File: src/rtl/retire_rrat_if.sv
// Commit-side bus of the retirement RAT: retiring-instruction inputs, freelist
// enqueue strobe, committed map and rebuild status.
interface retire_rrat_if;
    logic        commit_valid;
    logic        commit_regwr;
    logic [4:0]  commit_arch_reg;
    logic [5:0]  commit_phys_reg;
    logic        rrat_free;
    logic [5:0]  rrat_free_reg;
    logic [5:0]  rrat_my_map [31:0];
    logic        rebuild_busy;
    logic [31:0] retire_count;

    modport master (
        output commit_valid, commit_regwr, commit_arch_reg, commit_phys_reg,
        input  rrat_free, rrat_free_reg, rrat_my_map, rebuild_busy, retire_count
    );

    modport slave (
        input  commit_valid, commit_regwr, commit_arch_reg, commit_phys_reg,
        output rrat_free, rrat_free_reg, rrat_my_map, rebuild_busy, retire_count
    );
endinterface

File: src/rtl/retire_rrat.sv
// Retirement register alias table: holds the committed arch->phys map, returns
// superseded physical registers to the freelist and rebuilds the freelist after reset/flush.
module retire_rrat (
    input  logic         CLK,
    input  logic         RESET,
    input  logic         STALL,
    input  logic         FLUSH,
    retire_rrat_if.slave rif
);
    localparam int NUM_ARCH = 32;
    localparam int NUM_PHYS = 64;

    typedef enum logic [0:0] {
        ST_REBUILD = 1'b0,
        ST_RUN     = 1'b1
    } state_t;

    state_t      state_r;
    logic [5:0]  map_r [31:0];
    logic [5:0]  idx_r;
    logic        free_r;
    logic [5:0]  free_reg_r;
    logic        busy_r;
    logic [31:0] count_r;

    logic        idx_mapped_s;
    logic [5:0]  old_phys_s;
    logic        commit_free_s;
    logic [5:0]  commit_free_reg_s;

    // Walk test: is the current walk index held by any committed mapping
    always_comb begin
        idx_mapped_s = 1'b0;
        for (int i = 0; i < NUM_ARCH; i++) begin
            idx_mapped_s = idx_mapped_s | (map_r[i] == idx_r);
        end
    end

    // Register to release on a retiring write; r0 writes free their own phys reg
    always_comb begin
        old_phys_s        = map_r[rif.commit_arch_reg];
        commit_free_s     = 1'b0;
        commit_free_reg_s = 6'd0;
        if (rif.commit_regwr) begin
            if (rif.commit_arch_reg != 5'd0) begin
                commit_free_s     = (old_phys_s != 6'd0) && (old_phys_s != rif.commit_phys_reg);
                commit_free_reg_s = old_phys_s;
            end else begin
                commit_free_s     = (rif.commit_phys_reg != 6'd0);
                commit_free_reg_s = rif.commit_phys_reg;
            end
        end else begin
            commit_free_s     = 1'b0;
            commit_free_reg_s = 6'd0;
        end
    end

    // Map, walk FSM, free strobe and retire counter
    always_ff @(posedge CLK or negedge RESET) begin
        if (!RESET) begin
            for (int i = 0; i < NUM_ARCH; i++) begin
                map_r[i] <= 6'(i);
            end
            state_r    <= ST_REBUILD;
            idx_r      <= 6'd1;
            free_r     <= 1'b0;
            free_reg_r <= 6'd0;
            busy_r     <= 1'b1;
            count_r    <= 32'd0;
        end else if (STALL) begin
            free_r <= 1'b0;
        end else begin
            case (state_r)
                ST_REBUILD: begin
                    if (FLUSH) begin
                        idx_r  <= 6'd1;
                        free_r <= 1'b0;
                    end else begin
                        free_r <= ~idx_mapped_s;
                        if (!idx_mapped_s) begin
                            free_reg_r <= idx_r;
                        end
                        idx_r <= idx_r + 6'd1;
                        if (idx_r == 6'(NUM_PHYS - 1)) begin
                            state_r <= ST_RUN;
                            busy_r  <= 1'b0;
                        end
                    end
                end
                ST_RUN: begin
                    free_r <= 1'b0;
                    if (rif.commit_valid) begin
                        count_r <= count_r + 32'd1;
                        if (rif.commit_regwr && (rif.commit_arch_reg != 5'd0)) begin
                            map_r[rif.commit_arch_reg] <= rif.commit_phys_reg;
                        end
                        if (commit_free_s) begin
                            free_r     <= 1'b1;
                            free_reg_r <= commit_free_reg_s;
                        end
                    end
                    // A flushed commit's old reg is unmapped now, so the walk re-enqueues it
                    if (FLUSH) begin
                        state_r <= ST_REBUILD;
                        idx_r   <= 6'd1;
                        busy_r  <= 1'b1;
                        free_r  <= 1'b0;
                    end
                end
                default: begin
                    state_r <= ST_REBUILD;
                    idx_r   <= 6'd1;
                    busy_r  <= 1'b1;
                    free_r  <= 1'b0;
                end
            endcase
        end
    end

    assign rif.rrat_free     = free_r;
    assign rif.rrat_free_reg = free_reg_r;
    assign rif.rrat_my_map   = map_r;
    assign rif.rebuild_busy  = busy_r;
    assign rif.retire_count  = count_r;
endmodule

File: src/flat_wrapper.sv
// flat-port wrapper written by rule: the top's interface ports become plain ports
module retire_rrat_flat 
  (CLK, RESET, STALL, FLUSH, rif_commit_valid, rif_commit_regwr, rif_commit_arch_reg, rif_commit_phys_reg, rif_rrat_free, rif_rrat_free_reg, rif_rrat_my_map, rif_rebuild_busy, rif_retire_count);
  retire_rrat_if rif_i ();
  input  logic CLK;
  input  logic RESET;
  input  logic STALL;
  input  logic FLUSH;
  input wire logic [$bits(rif_i.commit_valid)-1:0] rif_commit_valid;
  input wire logic [$bits(rif_i.commit_regwr)-1:0] rif_commit_regwr;
  input wire logic [$bits(rif_i.commit_arch_reg)-1:0] rif_commit_arch_reg;
  input wire logic [$bits(rif_i.commit_phys_reg)-1:0] rif_commit_phys_reg;
  output wire logic [$bits(rif_i.rrat_free)-1:0] rif_rrat_free;
  output wire logic [$bits(rif_i.rrat_free_reg)-1:0] rif_rrat_free_reg;
  output wire logic [$bits(rif_i.rrat_my_map)-1:0] rif_rrat_my_map;
  output wire logic [$bits(rif_i.rebuild_busy)-1:0] rif_rebuild_busy;
  output wire logic [$bits(rif_i.retire_count)-1:0] rif_retire_count;
  assign rif_i.commit_valid = rif_commit_valid;
  assign rif_i.commit_regwr = rif_commit_regwr;
  assign rif_i.commit_arch_reg = rif_commit_arch_reg;
  assign rif_i.commit_phys_reg = rif_commit_phys_reg;
  assign rif_rrat_free = rif_i.rrat_free;
  assign rif_rrat_free_reg = rif_i.rrat_free_reg;
  assign rif_rrat_my_map = {>>{rif_i.rrat_my_map}};
  assign rif_rebuild_busy = rif_i.rebuild_busy;
  assign rif_retire_count = rif_i.retire_count;
  retire_rrat u_core (.CLK(CLK), .RESET(RESET), .STALL(STALL), .FLUSH(FLUSH), .rif(rif_i));
endmodule
File: config.mk
export PLATFORM = sky130hd
export DESIGN_NAME = retire_rrat_flat
export DESIGN_NICKNAME = d
export VERILOG_FILES = /design/src/rtl/retire_rrat_if.sv /design/src/rtl/retire_rrat.sv /design/src/flat_wrapper.sv
export SDC_FILE = /design/constraint.sdc
export NUM_CORES = 1
export LEC_CHECK = 0
export ABC_AREA = 1
export CELL_PAD_IN_SITES_DETAIL_PLACEMENT = 1
export CELL_PAD_IN_SITES_GLOBAL_PLACEMENT = 1
export CORE_AREA = 4 4 242 150
export CTS_BUF_LIST = sky130_fd_sc_hd__clkbuf_8 sky130_fd_sc_hd__clkbuf_16
export CTS_CLUSTER_DIAMETER = 150
export CTS_CLUSTER_SIZE = 8
export DETAILED_ROUTE_END_ITERATION = 10
export DIE_AREA = 0 0 246 154
export PLACE_DENSITY_LB_ADDON = 0.08
export SLEW_MARGIN = 20
export SYNTH_ARGS = -nofsm -noshare
export SYNTH_HDL_FRONTEND = slang
export SYNTH_SLANG_ARGS = --single-unit
File: constraint.sdc
create_clock -name CLK -period 5.2 [get_ports CLK]
set_input_delay 1.3 -clock CLK [delete_from_list [all_inputs] [get_ports CLK]]
set_output_delay 1.3 -clock CLK [all_outputs]
set_load 0.02 [all_outputs]
==> impl_metrics.toml, run 1 <==
[run_status]
status = "finished, final reports clean"

[placed_design]
place_congestion = 0.931
dp_hpwl_um = 44200
placedInstanceArea_mm2 = 0.0169
dp_cells = 2558
portBuffers = 248
pre_cts_ws_ns = 1.14

[yosys]
yosys.area.top_type = "dfrtp_1"
syn_nets = 1948
ys_seq_area_frac = 0.431
synth_edf_count = 0
ys_top_cells_by_count = "787 x nand2_1, 233 x o21ai_0, 157 x dfrtp_1, 115 x nor2_1, 93 x xor2_1"
ys_top_cells_by_area = "dfrtp_1 28%, nand2_1 21%, dfstp_2 15%, o21ai_0 8.3%, xor2_1 5.8%"
synthFlopType = "dfrtp_1"
synthCells = 1929
synth_top_area_share = 0.278
synth.most_common_cell = "nand2_1"
ys_warn_count = 0
yosysUniqueCellTypes = 42
synth_area_mm2 = 0.0141
syn_avg_cell_area_um2 = 7.32
async_flop_share = 1.00
ys_seq_elements = 239

[final_layout]
largest_reg_flops = 192
fin_cells = 2622
area_delta_synth_final_pct = 26.8
layout.nets = 2147
drive_gt1_frac = 0.0873
stdcell_area_mm2 = 0.0179

[floorplan]
ios = 249
start_util = 0.412
die_w_um = 246
core_area_mm2 = 0.0343
dieArea_mm2 = 0.0379
die_h_um = 154
rows = 53

[sta]
fin_skew_ns = 0.0197
rsz0062_at_grt = "no"
setup_viol = 0
fmax_mhz = 268
tightestPinTransition_ns = 0.960
holdWs_ns = 0.455
finalHoldViolCount = 0
max_slew_margin = 0.359
fin_setup_tns_ns = 0
fin_ws_ns = 1.47
post-route-period-util = 0.718
finalMaxSlewViolations = 0
min_period_ns = 3.73

[power_and_ir_drop]
leakage_uw = 0.00822
p_per_area_mw_per_mm2 = 265
ir_worst_vdd_uv = 213

[global_route]
grt_max_degree = 116
grt_overflow = 0
grt_pass1_vias = 15000
antenna_found_initial = 2
track_usage = 0.329
grt_first_pass_wirelength_um = 95600

[setup_path]
worst_path_max_delay_cell = "nor2_2"
path_depth = 18
r2r_setup_slack_ns = 1.76
cp_top_family = "simple AND/OR/NAND/NOR gates"
crit_top_cell = "nand2_1"
slowest_delay_ns = 0.56
crit_chain = "buf_2 > inv_2 > buf_4 > nor2_2 > nand2_1 > nand3_1 > nand2_1 > nand2_1 > nor2_1 > nand2_1 > nand2_1 > nand2_1 > nand3_1 > o21ai_2 > nand2_4 > nand2_4 > nand2_1 > nand2_1"
critPathBufInv = 3
crit_fanout = 23
reg2regPathDepth = 14
cp.arrival_ns = 4.19
crit_path_end_kind = "flip-flop"
r2r-end = "u_core.rif.rrat_free_reg[2]$_DFFE_PN0P_"
worst_setup_path_start_kind = "primary input"
rr_startpoint = "u_core.idx_r[0]$_DFFE_PN1P_"
critPathKind = "primary input to flip-flop"
cp.required_ns = 5.66

[clock_network]
cts_made_buffers = 35
cts_hold_buf = 0
clkTransAtPathRegs_ns = 0.06
htreeDepth = 2
cts_max_path_buffers = 3
clk_latency_ns = 0.53
cts_tree = "yes"
root_buffer = "clkbuf_16"
clock-sinks = 239
cts_repair_resize_count = 0
postCtsSetupRepairBufs = 0

[min_path]
hp-start = "u_core.rif.rrat_my_map[4]$_DFFE_PN0P_"
min_to = "u_core.rif.rrat_my_map[4]$_DFFE_PN0P_"
whs_path_depth = 0
worstHoldPathType = "flip-flop to flip-flop"

[drt]
vias = 14700
ant_nets = 0
finalWirelength_um = 62900
first_pass_iters = 5
wl_met3_um = 5290
wl_met2_um = 26800
wl_per_cell_um = 24.0
drtIter0Drc = 1478
highest_layer = "met5"
drc = 0
drt-met1-wl_um = 29500
viasPerCell = 5.62

[run]
maxCapViolCount = 0
routing by layer:
layer,vias up,global-route usage
met1,7388,0.506
met2,660,0.485
li1,6572,-
met3,113,0.0533
met4,2,0.0713
met5,-,0
worst max-delay path by stage:
stage / startpoint / to / slack [ns]
finish: rif_commit_arch_reg[1] / u_core.rif.rrat_free_reg[2]$_DFFE_PN0P_ / 1.47
global route: rif_commit_arch_reg[1] / u_core.rif.rrat_free_reg[2]$_DFFE_PN0P_ / 1.30
detailed placement: rif_commit_arch_reg[1] / u_core.rif.rrat_free_reg[4]$_DFFE_PN0P_ / 1.14
floorplan: rif_commit_arch_reg[0] / u_core.rif.rrat_free$_DFF_PN0_ / 2.27
CTS: rif_commit_arch_reg[1] / u_core.rif.rrat_free_reg[4]$_DFFE_PN0P_ / 1.59
global placement: rif_commit_arch_reg[1] / u_core.rif.rrat_free$_DFF_PN0_ / 1.13
where the power goes:
| part | internal, µW | switching (µW) |
|---|---|---|
| logic | 191 | 488 |
| registers | 1890 | 17.8 |
| clock network | 1270 | 886 |
cell type report:
class	count	area, µm²
clock inverter	26	97.6
inverter	78	293
tap	467	584
multi-input combinational	1493	7160
fill	4282	16400
clock buffer	37	926
timing repair buffer	281	2750
antenna	1	2.50
sequential	239	6080
kinds of logic (layout without fill, tap and decap cells):
family,after synthesis,in the layout,share of synthesized area
buffers and inverters,197,422,0.0624
adder cells (fa/ha/maj),2,2,0.00177
XOR/XNOR,151,151,0.0937
AO/OA/AOI/OAI,297,297,0.109
AND/OR/NAND/NOR,1043,1043,0.302
flip-flops,239,239,0.431
other,0,1,0
metrics by stage:
step	power (µW)	utilization
finish	4740	0.522
global route	4900	0.522
CTS	4760	0.522
detailed placement	2600	0.492
global placement	2580	0.492
floorplan	2320	-
layout by cell type, fill, tap and decap left out, types with 2 or more instances in the layout:
cell	Yosys	routed
nor2_1	115	115
nor4_1	2	2
a22o_1	2	2
ha_1	2	2
o21ai_1	17	17
xor2_1	93	93
inv_1	73	98
o21ai_0	233	233
nand2_1	787	787
xnor2_1	58	58
nor3b_1	4	4
buf_12	0	2
a211oi_1	6	6
clkinv_1	2	3
nand4_1	33	33
a21oi_1	23	23
or2_2	3	3
nand3_1	57	57
inv_2	3	3
nor3_2	12	13
clkdlybuf4s50_1	0	245
nor2_4	2	2
nor2_2	3	3
nor3_1	18	17
nand2_4	2	2
clkbuf_16	0	37
buf_4	17	32
o22ai_1	10	10
dfrtp_1	157	156
dfstp_2	82	82
Note: power is estimated with default switching activity, not from simulation.
==> inputs of run 2 (changes only) <==
--- a/config.mk
+++ b/config.mk
@@ -8,12 +8,12 @@
 export ABC_AREA = 1
 export CELL_PAD_IN_SITES_DETAIL_PLACEMENT = 1
 export CELL_PAD_IN_SITES_GLOBAL_PLACEMENT = 1
-export CORE_AREA = 4 4 242 150
+export CORE_AREA = 4 4 251 155
 export CTS_BUF_LIST = sky130_fd_sc_hd__clkbuf_8 sky130_fd_sc_hd__clkbuf_16
 export CTS_CLUSTER_DIAMETER = 150
 export CTS_CLUSTER_SIZE = 8
 export DETAILED_ROUTE_END_ITERATION = 10
-export DIE_AREA = 0 0 246 154
+export DIE_AREA = 0 0 255 159
 export PLACE_DENSITY_LB_ADDON = 0.08
 export SLEW_MARGIN = 20
 export SYNTH_ARGS = -nofsm -noshare
==> constraint.sdc (replaced) <==
create_clock -name CLK -period 3.5 [get_ports CLK]
set_input_delay 0.875 -clock CLK [delete_from_list [all_inputs] [get_ports CLK]]
set_output_delay 0.875 -clock CLK [all_outputs]
set_load 0.02 [all_outputs]
==> run 2 against run 1 <==
Clock-buffer cell count decreased by 1; clock skew increased by 0.0052 ns; final area grew 1.1%; sequential power is 49% higher; power is 49% higher; via count down 1.3%; first-iteration DRC count decreased by 3.7%; setup slack got worse by 0.96 ns.
==> impl_metrics.toml, run 2 (same netlist as run 1, synthesis figures left out) <==
[run_status]
status = "finished, final reports clean"

[sta]
finalMaxSlewViolations = 0
fin_setup_tns_ns = 0
finalHoldViolCount = 0
setup_viol = 0
fmax_mhz = 334
max_slew_margin = 0.528
tightestPinTransition_ns = 0.707
rsz0062_at_grt = "no"
min_period_ns = 3.00
fin_skew_ns = 0.0249
post-route-period-util = 0.856

[global_route]
grt_max_degree = 70
grt_first_pass_wirelength_um = 95300
use_met2 = 0.450
globalRouteMet1Util = 0.463
antenna_found_initial = 0
met3_usage = 0.0674
grt_pass1_vias = 14800
track_usage = 0.306
grt_overflow = 0
busiest_layer = "met1"

[setup_path]
slowest_delay_ns = 0.46
cp.required_ns = 3.90
worst_path_max_delay_cell = "dfrtp_1"
crit_top_cell = "nand2_1"
rr_startpoint = "u_core.idx_r[4]$_DFFE_PN0P_"
worst_setup_path_start_kind = "flip-flop"
reg2regPathDepth = 14
crit_path_end_kind = "flip-flop"
r2r-end = "u_core.rif.rrat_free_reg[3]$_DFFE_PN0P_"
crit_fanout = 12
critPathKind = "flip-flop to flip-flop"
r2r_setup_slack_ns = 0.50
cp.arrival_ns = 3.40
crit_chain = "inv_1 > buf_4 > a22o_1 > nor2_1 > nand3_1 > nand2_1 > nor2_1 > nand2_1 > nor2_1 > nand2_1 > a21oi_2 > nand2_4 > nand2_1 > nand2_1"

[placed_design]
portBuffers = 248
dp_cells = 2588
dp_hpwl_um = 45800
placedInstanceArea_mm2 = 0.0171
place_congestion = 0.908

[clock_network]
clock-sinks = 239
cts_repair_resize_count = 0
cts_hold_buf = 0
root_buffer = "clkbuf_16"
cts_max_path_buffers = 3
cts_tree = "yes"
clk_latency_ns = 0.54
clkTransAtPathRegs_ns = 0.06
cts_made_buffers = 35
htreeDepth = 2
postCtsSetupRepairBufs = 0

[final_layout]
layout.nets = 2168
multi_input_area_mm2 = 0.00715
fin_cells = 2650
nFillCells = 4499
fin_util = 0.500
area_delta_synth_final_pct = 28.2
diodes = 0
largest_reg_flops = 192
drive_gt1_frac = 0.0961
final_common_cell = "nand2_1"
seq_area_mm2 = 0.00608
stdcell_area_mm2 = 0.0181
layout_common_cells = "787 x nand2_1, 245 x clkdlybuf4s50_1, 233 x o21ai_0"

[drt]
viasPerCell = 5.49
vias = 14500
drtIter0Drc = 1424
first_pass_iters = 5
drc = 0
finalWirelength_um = 63200
ant_nets = 0
wl_per_cell_um = 23.8

[power_and_ir_drop]
p_per_area_mw_per_mm2 = 390
leakage_uw = 0.00833
ir_worst_vdd_uv = 249

[run]
maxCapViolCount = 0

[floorplan]
rows = 54
dieArea_mm2 = 0.0405
die_h_um = 159
core_area_mm2 = 0.0362
die_w_um = 255
ios = 249
start_util = 0.390

[min_path]
worstHoldPathType = "primary input to asynchronous set/reset pin"
run 2: changes by cell type in the layout (fill, tap and decap cells not counted), sizes merged:
cell    previous run  this run
diode              1         0
clkbuf            37        36
buf               36        57
run 2: cell type report:
type	count	area share
multi-input cells	1493	0.395
repair buffers	302	0.164
inverters	78	0.0162
well taps	476	0.0329
flip-flops and latches	239	0.336
clock inverters	26	0.00636
clock buffers	36	0.0498
run 2: how the worst max path moves through the flow:
stage / start / end / slack [ns] / cells after the start
2_1_floorplan: rif_commit_arch_reg[0] / u_core.rif.rrat_free$_DFF_PN0_ / 1.0 / 18
3_3_place_gp: STALL / u_core.rif.retire_count[29]$_DFFE_PN0P_ / 0.11 / 15
3_5_place_dp: STALL / u_core.rif.retire_count[29]$_DFFE_PN0P_ / 0.04 / 15
4_1_cts: STALL / u_core.rif.retire_count[29]$_DFFE_PN0P_ / 0.54 / 15
5_1_grt: STALL / u_core.rif.retire_count[24]$_DFFE_PN0P_ / 0.29 / 14
6_report: u_core.idx_r[4]$_DFFE_PN0P_ / u_core.rif.rrat_free_reg[3]$_DFFE_PN0P_ / 0.50 / 14
run 2: critical path, delay by kind of cell, from the launching register on:
kind / cells / cell delay (ns)
AO/OA/AOI/OAI: 2 / 0.61
buffers and inverters: 2 / 0.75
flip-flops: 1 / 0.46
AND/OR/NAND/NOR: 10 / 1.05
run 2: layer usage:
layer	routed length [µm]	share of wire	up-vias
met5	0	0	-
met4	1170	0.019	0
met3	4730	0.075	80
met2	27100	0.43	527
met1	30100	0.48	7341
li1	-	-	6591
run 2: power breakdown:
part           internal, µW  switching, µW
clock                  1850           1350
combinational           313            720
sequential             2810           27.0
run 2: through the flow:
stage / power, µW / setup slack, ns / hold slack (ns)
2_1_floorplan: 3440 / 0.996 / 0.514
3_3_place_gp: 3870 / 0.107 / 0.412
3_5_place_dp: 3890 / 0.0364 / 0.434
4_1_cts: 7090 / 0.545 / 0.262
5_1_grt: 7330 / 0.289 / 0.270
6_report: 7060 / 0.503 / 0.253
